## config.mk

```make
export PLATFORM = sky130hd
export DESIGN_NAME = deserializer
export DESIGN_NICKNAME = d
export VERILOG_FILES = /design/src/rtl/deserializer.sv
export SDC_FILE = /design/constraint.sdc
export NUM_CORES = 1
export LEC_CHECK = 0
export ABC_AREA = 1
export BUFFER_PORTS_ARGS = -buffer_cell sky130_fd_sc_hd__buf_2
export CELL_PAD_IN_SITES_DETAIL_PLACEMENT = 0
export CELL_PAD_IN_SITES_GLOBAL_PLACEMENT = 2
export CORE_MARGIN = 10
export CORE_UTILIZATION = 28
export DETAILED_ROUTE_END_ITERATION = 8
export MAX_ROUTING_LAYER = met4
export PLACE_DENSITY = 0.83
export SYNTH_ARGS = -nofsm -noshare
export SYNTH_HDL_FRONTEND = slang
export SYNTH_SLANG_ARGS = --single-unit
```

## constraint.sdc

```tcl
create_clock -name clk -period 1.4 [get_ports clk]
set_input_delay 0.28 -clock clk [delete_from_list [all_inputs] [get_ports clk]]
set_output_delay 0.28 -clock clk [all_outputs]
set_load 0.01 [all_outputs]
```

## src/rtl/deserializer.sv

```systemverilog
// Serial-to-parallel front end: assembles flagged bits MSB-first into a MSG_SIZE-bit word,
// holds the completed word until released, and flags framing gaps and overruns.
module deserializer #(
  parameter int MSG_SIZE = 64
) (
  input  logic                        clk,
  input  logic                        rst_n,
  input  logic                        ena,
  input  logic                        iData_in,
  input  logic                        iData_flag,
  input  logic                        iRelease,
  output logic [MSG_SIZE-1:0]         oData_out,
  output logic [$clog2(MSG_SIZE):0]   oCounter,
  output logic                        oFull,
  output logic                        oFrame_err,
  output logic                        oOverflow
);

  localparam int CW = $clog2(MSG_SIZE) + 1;
  localparam logic [CW-1:0] CNT_MAX = CW'(MSG_SIZE);

  typedef enum logic [1:0] {
    IDLE  = 2'd0,
    SHIFT = 2'd1,
    FULL  = 2'd2
  } state_t;

  state_t              state_q, state_d;
  logic [MSG_SIZE-1:0] data_q,  data_d;
  logic [CW-1:0]       cnt_q,   cnt_d;
  logic                full_q,  full_d;
  logic                ferr_q,  ferr_d;
  logic                ovf_q,   ovf_d;

  logic [MSG_SIZE-1:0] data_shift;
  logic [CW-1:0]       cnt_inc;

  assign data_shift = {data_q[MSG_SIZE-2:0], iData_in};
  assign cnt_inc    = cnt_q + CW'(1);

  always_ff @(posedge clk or negedge rst_n) begin
    if (!rst_n) begin
      state_q <= IDLE;
      data_q  <= '0;
      cnt_q   <= '0;
      full_q  <= 1'b0;
      ferr_q  <= 1'b0;
      ovf_q   <= 1'b0;
    end else begin
      state_q <= state_d;
      data_q  <= data_d;
      cnt_q   <= cnt_d;
      full_q  <= full_d;
      ferr_q  <= ferr_d;
      ovf_q   <= ovf_d;
    end
  end

  // The frame-error flag is a pulse, so it is the one register that does not
  // hold while disabled: it drops to zero on any edge with ena low.
  always_comb begin
    state_d = state_q;
    data_d  = data_q;
    cnt_d   = cnt_q;
    full_d  = full_q;
    ferr_d  = 1'b0;
    ovf_d   = ovf_q;

    if (ena) begin
      unique case (state_q)
        IDLE: begin
          if (iData_flag) begin
            data_d  = data_shift;
            cnt_d   = CW'(1);
            state_d = SHIFT;
          end
        end

        SHIFT: begin
          if (iData_flag) begin
            data_d = data_shift;
            cnt_d  = cnt_inc;
            if (cnt_inc == CNT_MAX) begin
              full_d  = 1'b1;
              state_d = FULL;
            end
          end else begin
            ferr_d  = 1'b1;
            data_d  = '0;
            cnt_d   = '0;
            state_d = IDLE;
          end
        end

        FULL: begin
          if (iRelease) begin
            full_d = 1'b0;
            ovf_d  = 1'b0;
            if (iData_flag) begin
              data_d  = {{(MSG_SIZE-1){1'b0}}, iData_in};
              cnt_d   = CW'(1);
              state_d = SHIFT;
            end else begin
              data_d  = '0;
              cnt_d   = '0;
              state_d = IDLE;
            end
          end else if (iData_flag) begin
            ovf_d = 1'b1;
          end
        end

        default: begin
          state_d = IDLE;
          data_d  = '0;
          cnt_d   = '0;
          full_d  = 1'b0;
          ovf_d   = 1'b0;
        end
      endcase
    end
  end

  assign oData_out  = data_q;
  assign oCounter   = cnt_q;
  assign oFull      = full_q;
  assign oFrame_err = ferr_q;
  assign oOverflow  = ovf_q;

endmodule

```

==> results.json <==
{
  "status": "complete, but fails checks",
  "failed_checks": "negative setup slack",
  "cap_violations": 0,
  "synth-seq-area-share": 0.600,
  "netlist_instances": 368,
  "yosysWarnings": 0,
  "die_y_um": 126,
  "routed_wl_mm": 10.2,
  "vias": 2936,
  "cpPeakStageDelay_ns": 0.42,
  "reg2reg_to": "state_q[0]$_DFFE_PN0P_",
  "rsz0062_at_grt": "yes",
  "dpl_cell_area_um2": 3950,
  "clk_pin_slew_ns": 0.06,
  "finalPower_mw": 6.64,
  "drive_gt1_frac": 0.359,
  "post-route-period-util": 1.05,
  "cts_tree": "done",
  "layout_setup_ws_ns": -0.0660,
  "grt_max_degree": 40,
  "clockPowerShare": 0.321,
  "r2r-start": "oCounter[1]$_DFFE_PN0P_",
  "end_kind": "register",
  "min_path_cells": 2,
  "cp.buffers_inverters": 0,
  "nFillCells": 1086,
  "die_w_um": 126,
  "power_density_nw_per_um2": 1420,
  "pin_count": 80,
  "antenna_cells": 0,
  "critPathMaxFanout": 3,
  "synthMostInstantiatedCell": "nand2_1",
  "antenna_found_initial": 0,
  "post-route-util": 0.426,
  "worstMarginPinSlew_ns": 0.380,
  "rows": 38,
  "fin_crit_ns": 1.47,
  "whs_ns": 0.150,
  "hold_violations": 0,
  "fin_nets": 489,
  "ant_nets": 0,
  "ys_top_cells_by_count": "nand2_1 (153), dfrtp_1 (76), nand3_1 (69)",
  "slew_violations": 0,
  "cp.required_ns": 1.62,
  "cpMaxStageDelayCell": "dfrtp_1",
  "finalInstanceArea_um2": 4670,
  "coreArea_um2": 11000,
  "combPwrFrac": 0.293,
  "worstSetupPathType": "register to register",
  "remaining_drc_errors": 0,
  "grt-ovfl-total": 0,
  "clock_latency_ns": 0.32,
  "yosys-top-cells-area": "dfrtp_1 (60%), nand2_1 (18%), nand3_1 (11%)",
  "cts.path.max_buffers": 2,
  "slew_headroom": 0.747,
  "dr.pass1.iters": 4,
  "dp_slack_ns": -0.0672,
  "synth_nets": 375,
  "rr_worst_depth": 10,
  "p_leak_nw": 2.69,
  "hold_path_end": "oFrame_err$_DFF_PN0_",
  "setup_viol_count_final": 65,
  "cts_sinks": 76,
  "rrSetupSlack_ns": -0.07,
  "io_buffer_count": 79,
  "grt_pass1_vias": 2882,
  "cp_cell_sequence": "ha_4, nand3_2, o21bai_1, nand2_1, nor2_2, nand2_1, nand2_2, nand2_2, nand2_1, nand2_1",
  "dieArea_um2": 16000,
  "min_from": "iData_flag",
  "p_seq_frac": 0.386,
  "synth_edf_count": 0,
  "synth.avg_cell_area_um2": 8.62,
  "vias_per_cell": 4.68,
  "swShare": 0.323,
  "p_int_mw": 4.49,
  "grt_use_total": 0.119,
  "critPathLaunchType": "register",
  "vdd_ir_drop_max_mv": 0.776,
  "routedWlPerCell_um": 16.3,
  "cts_htree_levels": 3,
  "arrival_ns": 1.68,
  "max_freq_mhz": 682,
  "synth_top_cell_by_area": "dfrtp_1",
  "hold_class": "input pin to register",
  "grt_pass1_wl_mm": 15.4,
  "skew_ns": 0.00341,
  "synth_seq_cells": 76,
  "synth_area_um2": 3170,
  "hpwlAfterDp_mm": 6.12,
  "gp_congestion": 0.893,
  "synthArstFlopShare": 1.00,
  "switching_power_mw": 2.15,
  "area_growth_pct": 47.4,
  "critical_path.startpoint": "oCounter[1]$_DFFE_PN0P_",
  "crit_family": "simple AND/OR/NAND/NOR gates",
  "yosysUniqueCellTypes": 20,
  "drtIter0Drc": 120,
  "yosysTopAreaCellShare": 0.600,
  "cpMostUsedCell": "nand2_1",
  "cts_made_buffers": 9,
  "synth_flop_cell": "dfrtp_1",
  "cts_root_buf": "clkbuf_16",
  "start_util": 0.289
}
[stage by stage]
step	TNS [ns]	instances
2_1_floorplan	-0.0700	368
3_3_place_gp	-0.161	592
3_5_place_dp	-1.16	592
4_1_cts	-0.134	615
5_1_grt	-8.15	627
6_report	-1.13	627
[sequential cells by signal, indices dropped and copies added, names as in the netlist]
signal	flops
oFrame_err	1
oCounter	7
oFull	1
oOverflow	1
oData_out	64
state_q	2
[metal layers]
| metal | global-route usage | wire length (um) | part of all wire |
|---|---|---|---|
| met1 | 0.154 | 4690 | 0.46 |
| met2 | 0.176 | 4910 | 0.48 |
| met3 | 0.0279 | 452 | 0.044 |
| met4 | 0.0502 | 187 | 0.018 |
| met5 | - | 0 | 0 |
[layout by cell type, fill, tap and decap left out, drive strengths merged, types with 2 or more instances in the layout]
| cell type | netlist | final |
|---|---|---|
| nor2 | 12 | 12 |
| o22ai | 3 | 3 |
| clkinv | 0 | 4 |
| clkbuf | 6 | 16 |
| inv | 15 | 16 |
| dfrtp | 76 | 76 |
| a21oi | 5 | 5 |
| o21ai | 6 | 6 |
| nor3 | 2 | 2 |
| buf | 15 | 117 |
| nand2 | 154 | 154 |
| nand3 | 69 | 69 |
[kinds of logic (layout without fill, tap and decap cells)]
logic type      count (synthesis)  after routing  synth area share
flops                          76             76             0.600
compound gates                 17             17            0.0343
fa+ha+maj                       1              1           0.00394
buf+inv                        36            155            0.0509
simple gates                  238            238             0.311
[area by class of cell]
type                            instances  area, um^2  area share
Inverter                               15        72.6      0.0155
Clock buffer                           10         229      0.0490
Timing Repair Buffer                  124        1010       0.216
Sequential cell                        76        1900       0.407
Multi-Input combinational cell        256        1240       0.266
Clock inverter                          6        40.0     0.00857
Tap cell                              140         175      0.0375
[power groups by stage]
stage / logic (mW) / registers (mW) / clock network, mW
after global placement: 1.39 / 2.58 / 0
final: 1.94 / 2.57 / 2.13
after global routing: 2.11 / 2.60 / 2.28
after CTS: 1.63 / 2.55 / 2.18
after floorplan: 0.637 / 2.63 / 0
after detailed placement: 1.39 / 2.58 / 0
[repair_timing]
item,in CTS,in global routing
cloned,1,9
hold endpoints to repair,22,0
setup endpoints to repair,71,76
pin swaps,7,22
gates resized for setup,16,32
buffers inserted,5,5
hold buffers,1,0
[how the worst max path moves through the flow]
stage / depth (start not counted) / endpoint / slack, ns
after floorplan: 10 / state_q[1]$_DFFE_PN0P_ / -0.03
after global placement: 9 / state_q[1]$_DFFE_PN0P_ / -0.04
after detailed placement: 10 / state_q[0]$_DFFE_PN0P_ / -0.07
after CTS: 3 / oCounter[1] / -0.04
after global routing: 12 / state_q[0]$_DFFE_PN0P_ / -0.17
final: 10 / state_q[0]$_DFFE_PN0P_ / -0.07
Power figures use the tool's default switching activity.
